--- src/rtl/mm2fifo_pkg.sv ---
// Shared types and AXI encodings for the frame reader and its position counter.
package mm2fifo_pkg;

  typedef enum logic [1:0] {ST_IDLE, ST_START, ST_ADDR, ST_DATA} state_t;

  localparam logic [1:0] AXI_BURST_INCR       = 2'b01;
  localparam logic [3:0] AXI_CACHE_MODIFIABLE = 4'b0010;

  // Number of bits needed to hold value (0 for value 0).
  function automatic int clogb2(input int value);
    int v;
    int n;
    n = 0;
    v = value;
    while (v > 0) begin
      n++;
      v = v >> 1;
    end
    return n;
  endfunction

endpackage

--- src/rtl/img_pos_counter.sv ---
// Column/row down-counter tracking a beat's position in a frame; is_final is
// combinational with the beat that lands on the last word, at_start is registered.
module img_pos_counter #(
  parameter int W_BITS = 12,
  parameter int H_BITS = 12,
  parameter int STEP   = 4
) (
  input  logic              clk,
  input  logic              rst_n,
  input  logic              clear,
  input  logic              load,
  input  logic              dec,
  input  logic [W_BITS-1:0] width,
  input  logic [H_BITS-1:0] height,
  output logic [W_BITS-1:0] col,
  output logic [H_BITS-1:0] row,
  output logic              at_start,
  output logic              is_final
);

  localparam logic [W_BITS-1:0] STEP_W = W_BITS'(STEP);

  // armed separates "sitting on the last word" from "frame done", which both read (0,0).
  logic armed;

  assign at_start = ~armed;
  assign is_final = dec & armed & (col < STEP_W) & (row == '0);

  always_ff @(posedge clk or negedge rst_n) begin
    if (!rst_n) begin
      col   <= '0;
      row   <= '0;
      armed <= 1'b0;
    end else if (clear) begin
      col   <= '0;
      row   <= '0;
      armed <= 1'b0;
    end else if (load) begin
      col   <= width - STEP_W;
      row   <= height - H_BITS'(1);
      armed <= 1'b1;
    end else if (dec && armed) begin
      if (col >= STEP_W) begin
        col <= col - STEP_W;
      end else if (row != '0) begin
        row <= row - H_BITS'(1);
        col <= width - STEP_W;
      end else begin
        armed <= 1'b0;
      end
    end
  end

endmodule

--- src/rtl/mm2fifo.sv ---
// AXI4 burst reader refilling a FIFO with whole frames; R beats reach the FIFO with zero latency.
// A burst is only issued when the FIFO has room for all of it, so RREADY never needs to drop mid-burst.
module mm2fifo
  import mm2fifo_pkg::*;
#(
  parameter int C_DATACOUNT_BITS    = 12,
  parameter int C_FIFO_DEPTH        = 2048,
  parameter int C_M_AXI_BURST_LEN   = 16,
  parameter int C_M_AXI_ID_WIDTH    = 1,
  parameter int C_M_AXI_ADDR_WIDTH  = 32,
  parameter int C_M_AXI_DATA_WIDTH  = 32,
  parameter int C_IMG_WBITS         = 12,
  parameter int C_IMG_HBITS         = 12,
  parameter int C_ADATA_PIXELS      = 4
) (
  input  logic                          M_AXI_ACLK,
  input  logic                          M_AXI_ARESETN,
  input  logic                          soft_resetn,
  output logic                          resetting,
  input  logic [C_IMG_WBITS-1:0]        img_width,
  input  logic [C_IMG_HBITS-1:0]        img_height,
  input  logic [C_M_AXI_ADDR_WIDTH-1:0] base_addr,
  output logic                          frame_pulse,
  output logic [C_M_AXI_DATA_WIDTH-1:0] dout,
  output logic                          sof,
  output logic                          wr_en,
  input  logic [C_DATACOUNT_BITS-1:0]   wr_data_count,
  output logic [C_M_AXI_ID_WIDTH-1:0]   M_AXI_ARID,
  output logic [C_M_AXI_ADDR_WIDTH-1:0] M_AXI_ARADDR,
  output logic [7:0]                    M_AXI_ARLEN,
  output logic [2:0]                    M_AXI_ARSIZE,
  output logic [1:0]                    M_AXI_ARBURST,
  output logic                          M_AXI_ARLOCK,
  output logic [3:0]                    M_AXI_ARCACHE,
  output logic [2:0]                    M_AXI_ARPROT,
  output logic [3:0]                    M_AXI_ARQOS,
  output logic                          M_AXI_ARVALID,
  input  logic                          M_AXI_ARREADY,
  input  logic [C_M_AXI_ID_WIDTH-1:0]   M_AXI_RID,
  input  logic [C_M_AXI_DATA_WIDTH-1:0] M_AXI_RDATA,
  input  logic [1:0]                    M_AXI_RRESP,
  input  logic                          M_AXI_RLAST,
  input  logic                          M_AXI_RVALID,
  output logic                          M_AXI_RREADY,
  output logic                          rresp_err
);

  localparam int BYTES = C_M_AXI_DATA_WIDTH / 8;
  localparam int CW    = C_DATACOUNT_BITS + 1;
  localparam logic [C_M_AXI_ADDR_WIDTH-1:0] BURST_BYTES =
    C_M_AXI_ADDR_WIDTH'(C_M_AXI_BURST_LEN * BYTES);
  localparam logic [7:0] LAST_BEAT = 8'(C_M_AXI_BURST_LEN - 1);
  localparam logic [2:0] SIZE_ENC  = 3'(clogb2(BYTES - 1));

  state_t                   state;
  logic [7:0]               beat_cnt;
  logic                     sof_pend;
  logic                     soft_d;
  logic                     r_hs;
  logic                     space_ok;
  logic                     soft_fall;
  logic                     at_start;
  logic                     is_final;
  logic [C_IMG_WBITS-1:0]   col;
  logic [C_IMG_HBITS-1:0]   row;
  logic                     unused_ok;

  assign M_AXI_ARID    = '0;
  assign M_AXI_ARLEN   = LAST_BEAT;
  assign M_AXI_ARSIZE  = SIZE_ENC;
  assign M_AXI_ARBURST = AXI_BURST_INCR;
  assign M_AXI_ARLOCK  = 1'b0;
  assign M_AXI_ARCACHE = AXI_CACHE_MODIFIABLE;
  assign M_AXI_ARPROT  = 3'b000;
  assign M_AXI_ARQOS   = 4'b0000;

  assign r_hs      = M_AXI_RVALID & M_AXI_RREADY;
  assign wr_en     = r_hs & ~resetting;
  assign dout      = M_AXI_RDATA;
  assign sof       = wr_en & sof_pend;
  assign rresp_err = r_hs & (M_AXI_RRESP[1] | (M_AXI_RLAST & (beat_cnt != 8'd0)));
  assign soft_fall = soft_d & ~soft_resetn;
  assign space_ok  = ({1'b0, wr_data_count} + CW'(C_M_AXI_BURST_LEN)) <= CW'(C_FIFO_DEPTH);
  assign unused_ok = ^{M_AXI_RID, M_AXI_RRESP[0], col, row};

  img_pos_counter #(
    .W_BITS (C_IMG_WBITS),
    .H_BITS (C_IMG_HBITS),
    .STEP   (C_ADATA_PIXELS)
  ) u_pos (
    .clk      (M_AXI_ACLK),
    .rst_n    (M_AXI_ARESETN),
    .clear    (~soft_resetn),
    .load     ((state == ST_START) & at_start),
    .dec      (wr_en),
    .width    (img_width),
    .height   (img_height),
    .col      (col),
    .row      (row),
    .at_start (at_start),
    .is_final (is_final)
  );

  always_ff @(posedge M_AXI_ACLK or negedge M_AXI_ARESETN) begin
    if (!M_AXI_ARESETN) begin
      state         <= ST_IDLE;
      M_AXI_ARVALID <= 1'b0;
      M_AXI_RREADY  <= 1'b0;
      M_AXI_ARADDR  <= '0;
      beat_cnt      <= 8'd0;
      sof_pend      <= 1'b0;
      soft_d        <= 1'b1;
      resetting     <= 1'b1;
      frame_pulse   <= 1'b0;
    end else begin
      soft_d      <= soft_resetn;
      frame_pulse <= is_final;
      // A soft reset mid-burst lets the burst drain on AXI; later assignments clear it at RLAST.
      if (soft_fall && state != ST_IDLE) resetting <= 1'b1;
      case (state)
        ST_IDLE: begin
          resetting <= 1'b0;
          if (soft_resetn && !resetting && img_width != '0 && img_height != '0 && space_ok)
            state <= ST_START;
        end
        ST_START: begin
          M_AXI_ARADDR  <= at_start ? base_addr : M_AXI_ARADDR + BURST_BYTES;
          beat_cnt      <= LAST_BEAT;
          sof_pend      <= at_start;
          M_AXI_ARVALID <= 1'b1;
          state         <= ST_ADDR;
        end
        ST_ADDR: begin
          if (M_AXI_ARREADY) begin
            M_AXI_ARVALID <= 1'b0;
            M_AXI_RREADY  <= 1'b1;
            state         <= ST_DATA;
          end
        end
        ST_DATA: begin
          if (r_hs) begin
            sof_pend <= 1'b0;
            if (beat_cnt != 8'd0) beat_cnt <= beat_cnt - 8'd1;
            if (M_AXI_RLAST) begin
              M_AXI_RREADY <= 1'b0;
              resetting    <= 1'b0;
              state        <= ST_IDLE;
            end
          end
        end
        default: state <= ST_IDLE;
      endcase
    end
  end

endmodule

--- config.mk ---
export PLATFORM = sky130hd
export DESIGN_NAME = mm2fifo
export DESIGN_NICKNAME = d
export VERILOG_FILES = /design/src/rtl/mm2fifo_pkg.sv /design/src/rtl/img_pos_counter.sv /design/src/rtl/mm2fifo.sv
export SDC_FILE = /design/constraint.sdc
export NUM_CORES = 1
export LEC_CHECK = 0
export CORE_ASPECT_RATIO = 1.75
export CORE_MARGIN = 3
export CORE_UTILIZATION = 35
export DETAILED_ROUTE_END_ITERATION = 8
export GPL_TIMING_DRIVEN = 0
export PLACE_DENSITY = 0.65
export SLEW_MARGIN = 10
export SYNTH_ARGS = -nofsm -noshare
export SYNTH_HDL_FRONTEND = slang
export SYNTH_SLANG_ARGS = --single-unit
export TNS_END_PERCENT = 10
--- constraint.sdc ---
create_clock -name M_AXI_ACLK -period 5.2 [get_ports M_AXI_ACLK]
set_clock_uncertainty 0.1 [all_clocks]
set_input_delay 1.3 -clock M_AXI_ACLK [delete_from_list [all_inputs] [get_ports M_AXI_ACLK]]
set_output_delay 1.3 -clock M_AXI_ACLK [all_outputs]
set_load 0.005 [all_outputs]
After elaboration in Yosys (flattened, before gate mapping)
Index checks and enable logic that the tools add are counted.
W data, S select, Z words.
{ "op_classes": {"shift": 0, "n_mux": 36, "div_mod_pow": 0, "magnitude_cmp": 3, "n_addsub": 7, "n_reduce_logical": 25, "mul": 0, "bitwise_logic": 14, "eq_ne": 13} }
{ "op_table": {"columns": ["operator", "n"], "rows": [
  ["$mux W12", 10],
  ["$reduce_bool A12 Y1", 3],
  ["$add A32 B7 Y32 const B", 1],
  ["$mux W32", 1],
  ["$sub A12 B1 Y12 const B", 2],
  ["$sub A12 B3 Y12 const B", 2],
  ["$mux W8", 2],
  ["$pmux W8 S2", 1],
  ["$add A12 B5 Y13 const B", 1],
  ["$le A13 B12 Y1 const B", 1],
  ["$mux W1", 13],
  ["$ge A12 B3 Y1 const B", 1],
  ["$logic_not A12 Y1", 1],
  ["$lt A12 B3 Y1 const B", 1],
  ["$and A1 B1 Y1", 10],
  ["$ne A2 B2 Y1 const B", 5],
  ["$reduce_and A3 Y1", 3],
  ["$mux W2", 4],
  ["$pmux W1 S2", 4],
  ["$pmux W2 S4", 1],
  ["$reduce_and A4 Y1", 2],
  ["$reduce_bool A2 Y1", 4],
  ["$reduce_bool A8 Y1", 1],
  ["$sub A8 B1 Y8 const B", 1],
  ["other kinds (11)", 23]
]} }
{ "totals": {"n_memories": 0, "wordCells": 110, "mem_bits_ro": 0, "latchBits": 0, "mem_bits_rw": 0, "register_bits": 73, "output_inout_bits": 97} }

Depth between registers and ports, before layout
{ "depth": {"depth_word": 7, "mapped_depth": 15, "ltp_nobuf": 11} }

By module
From an unflattened synthesis, not the netlist that was laid out.
{ "unflattened": {"hier_cells": 602, "area_unflattened_um2": 5111.2} }
{ "by_module_without_submodules": {"columns": ["module", "cells_per_inst", "area_per_inst_um2", "seq_area_each_um2", "instances"], "rows": [
  ["mm2fifo", 378, 3214.3, 1203.7, 1],
  ["img_pos_counter", 224, 1896.8, 625.6, 1]
]} }

Least setup slack after synthesis
Ideal clock, no wire load.
{ "synth_path": {"path_type": "reg-to-reg", "from": "reg state[1]", "to": "reg u_pos.row[10]", "setup_slack_ns": 1.827, "t_required_ns": 5.018, "path_stages_with_launch": 16, "path_buffers": 4, "t_arrival_ns": 3.191, "period_less_slack_ns": 3.373, "path_cell_list": "dfrtp_1 inv_1 ha_1 buf_2 nand2b_2 buf_4 clkbuf_1 clkbuf_1 mux2i_1 ha_1 inv_1 a211o_1 nor3_1 nand2_1 or4_1 a31oi_1"} }
{ "synth_via": {"elab_chain_cells": 4} }
{ "synth_rtl": {"columns": ["element", "line", "source"], "rows": [
  ["start, declared", "mm2fifo.sv:55", "state_t state;"],
  ["start signal, assigned", "mm2fifo.sv:106", "state <= ST_IDLE;"],
  ["start signal, assigned", "mm2fifo.sv:124", "state <= ST_START;"],
  ["start signal, assigned", "mm2fifo.sv:131", "state <= ST_ADDR;"],
  ["$eq A2 B1 Y1 (*)", "mm2fifo.sv:94", ".load ((state == ST_START) & at_start),"],
  ["$and A1 B1 Y1 (*)", "mm2fifo.sv:94", null],
  ["$ne A3 B1 Y1 (no line), or another cell as far along", null, null],
  ["$reduce_and A3 Y1 (no line) or $mux W12 (tied branches)", null, null],
  ["end signal, assigned", "img_pos_counter.sv:40", "row <= height - H_BITS'(1);"],
  ["end signal, assigned", "img_pos_counter.sv:46", "row <= row - H_BITS'(1);"],
  ["end, declared", "img_pos_counter.sv:16", "output logic [H_BITS-1:0] row,"]
]} }
Mark *: on every way between the ends. The rest lies on a longest branch, timed or not.
A chain may end at the register's enable or synchronous reset.

Worst setup path in the final report
{ "layout_path": {"from": "in M_AXI_RVALID", "to": "out sof"} }
{ "layout_via": {"elab_chain_cells": 3} }
{ "layout_rtl": {"columns": ["element", "line", "source"], "rows": [
  ["start, declared", "mm2fifo.sv:43", "input logic M_AXI_RVALID,"],
  ["$and A1 B1 Y1", "mm2fifo.sv:77", "assign r_hs = M_AXI_RVALID & M_AXI_RREADY;"],
  ["$and A1 B1 Y1", "mm2fifo.sv:78", "assign wr_en = r_hs & ~resetting;"],
  ["$and A1 B1 Y1", "mm2fifo.sv:80", "assign sof = wr_en & sof_pend;"],
  ["end, declared", "mm2fifo.sv:25", "output logic sof,"]
]} }
No other way between the ends.

==> results_dict.tcl <==
set metrics [dict create \
    status "finished, final reports clean" \
    regToRegSetupSlack_ps 970 \
    hold_violations 0 \
    critPathCaptureType "output pin" \
    wl_um 16200 \
    chipWidth_um 97.0 \
    hpwl_um 12800 \
    comb_power_share_pct 56.4 \
    cts_root_buf "clkbuf_16" \
    grt_pass1_vias 5249 \
    finalNetCount 904 \
    die_y_um 165 \
    period_share_pct 82.8 \
    worst_path_max_delay_cell "clkdlybuf4s50_1" \
    ir_worst_vdd_mv 0.286 \
    async_flop_share_pct 100 \
    overflow 0 \
    period_minus_slack_ps 4310 \
    cts_resized 0 \
    gp_congestion 0.870 \
    die-area_um2 16000 \
    grt_first_pass_wirelength_um 25900 \
    sw_frac_of_total_pct 44.0 \
    yosysTopAreaCell "dfrtp_1" \
    clk_pin_slew_ps 60 \
    core_area_um2 14000 \
    numCtsBuffers 9 \
    synth-seq-cells 73 \
    synth.top_cells.by_area "dfrtp_1, buf_4, nand2_1" \
    cp_data_arrival_time_ps 2910 \
    netlist_top_cells_count "dfrtp_1, nand2_1, buf_4, nor2_1, a21oi_1" \
    p_int_uw 2210 \
    min_from "M_AXI_ARADDR[4]" \
    switchingPower_uw 1730 \
    r2r_start "state[1]" \
    clkPwrFrac_pct 15.6 \
    synth_edf_count 0 \
    synth_top_area_share_pct 35.0 \
    ys.flop_type "dfrtp_1" \
    vias 5220 \
    viasPerCell 5.41 \
    dp.cells 949 \
    synthesis.area_um2 5070 \
    drt_first_iter_violations 205 \
    worstHoldPathType "reg2reg" \
    hold-path-cell-count 2 \
    cts_max_path_buffers 2 \
    r2r_end "u_pos.row[10]" \
    p_leak_uw 0.00308 \
    yosys_warnings 0 \
    rsz0062_at_grt "no" \
    ant_nets 0 \
    final_max_slew_viol_count 0 \
    fin_util_pct 50.9 \
    tritoncts "done" \
    critPathMaxStageDelay_ps 510 \
    slew_headroom_pct 42.3 \
    hold_path_end "M_AXI_ARADDR[4]" \
    p_per_area_nw_per_um2 551 \
    routedWlPerCell_um 16.8 \
    tightest_slew_ps 858 \
    crit_chain "clkdlybuf4s50_1, nand2_1, nor2_1, and2_1, clkdlybuf4s50_1" \
    synth.avg_cell_area_um2 8.42 \
    insertedDiodeCount 0 \
    syn_inst 602 \
    num_rows 57 \
    drc 0 \
    clk_latency_ps 340 \
    yosysSeqAreaShare_pct 36.1 \
    dr.pass1.iters 5 \
    cap_violations 0 \
    fin_tns_setup_ps 0 \
    max_freq_ghz 0.232 \
    cp-start-kind "primary input" \
    holdBufCountCts 0 \
    cts_setup_buffers 0 \
    grt_max_degree 59 \
    synthDistinctLibCells 65 \
    finalNonFillerCells 965 \
    cpMostUsedCell "clkdlybuf4s50_1" \
    initial_utilization_pct 36.1 \
    io_buffers 145 \
    antenna_found_initial 0 \
    crit_required_ps 3800 \
    drive_gt1_share_pct 12.1 \
    pin_count 206 \
    setup_viol_count_final 0 \
    criticalPathCategory "in2out" \
    cp_max_fo 5 \
    r2r_cells 15 \
    h-tree-depth 3 \
    clock-sinks 73 \
    syn_to_final_growth_pct 40.9 \
    power_frac_seq_pct 28.0 \
    grtUsageTotal_pct 19.8 \
]
[layout by cell type (no fill, tap or decap), types with 15 or more instances in the layout]
cell and n:
clkdlybuf4s50_1 144, dfrtp_1 71, nand2_1 71, buf_4 61, nor2_1 50, a21oi_1 48
o22ai_1 27, conb_1 26, mux2i_1 22, o21ai_0 22, nand3_1 21, nor3_1 16
inv_1 15, clkbuf_1 15
[metrics by stage]
stage | cell area (um^2) | setup slack, ps | total power, uW | hold WS (ps)
global placement | 6830 | 35.8 | 3250 | 360
floorplan | 5160 | 1830 | 2470 | 360
global route | 7150 | 627 | 4250 | 414
CTS | 7150 | 900 | 3950 | 381
finish | 7150 | 893 | 3940 | 374
detailed placement | 6860 | 905 | 3320 | 366
[worst max-delay path by stage]
| stage | to | slack [ps] | depth (start not counted) | startpoint |
|---|---|---|---|---|
| 5_1_grt | u_pos.row[10] | 630 | 15 | state[1] |
| 2_1_floorplan | u_pos.row[10] | 1830 | 15 | state[1] |
| 6_report | sof | 890 | 5 | M_AXI_RVALID |
| 3_5_place_dp | sof | 910 | 5 | M_AXI_RVALID |
| 3_3_place_gp | u_pos.col[5] | 40 | 1 | M_AXI_ARESETN |
| 4_1_cts | sof | 900 | 5 | M_AXI_RVALID |
[worst max-delay path, delay by kind of cell]
family	cells	cell delay, ps
buffers and inverters	2	1010
and+or+nand+nor	3	590
[cells by family (layout without fill, tap and decap cells)]
| logic type | count (synthesis) | after routing | synth area share (%) |
|---|---|---|---|
| and+or+nand+nor | 226 | 226 | 22.2 |
| other | 2 | 26 | 0.148 |
| DFF | 73 | 73 | 36.1 |
| muxes | 23 | 23 | 4.57 |
| buffers and inverters | 98 | 260 | 11.8 |
| adders and majority gates | 12 | 12 | 2.96 |
| AOI/OAI and AO/OA | 147 | 147 | 18.6 |
| xor gates and xnor gates | 21 | 21 | 3.63 |
[state kept, by name, indices dropped and copies added, names as in the netlist]
name	flops
u_pos.col	12
resetting	1
M_AXI_ARVALID	1
soft_d	1
frame_pulse	1
state	2
beat_cnt	8
M_AXI_RREADY	1
sof_pend	1
M_AXI_ARADDR	32
u_pos.row	12
u_pos.armed	1
[power by group through the flow]
stage	Combinational [uW]	Sequential (uW)	Clock, uW
after floorplan	1430	1040	0
after global placement	2160	1090	0
after detailed placement	2220	1100	0
after CTS	2220	1100	624
after global routing	2460	1140	649
final	2220	1100	614
[layout make-up]
type	count	area (um^2)
buffer	82	537
clock buffer	10	229
clock inverter	6	58.8
fill	1339	6900
inverter	16	60.1
multi-input combinational	455	2730
sequential	73	1830
tap	177	221
timing repair buffer	146	1480
[per-layer routing]
layer  vias to the layer above  wire length, um  part of all wire [%]  global-route usage (%)
li1                       2465                -                     -                       -
met1                      2492             5890                    36                    20.7
met2                       232             8930                    55                    38.6
met3                        31              992                   6.1                    3.32
met4                         0              434                   2.7                    8.82
met5                         -                0                     0                       0
Note: power is estimated with default switching activity, not from simulation.
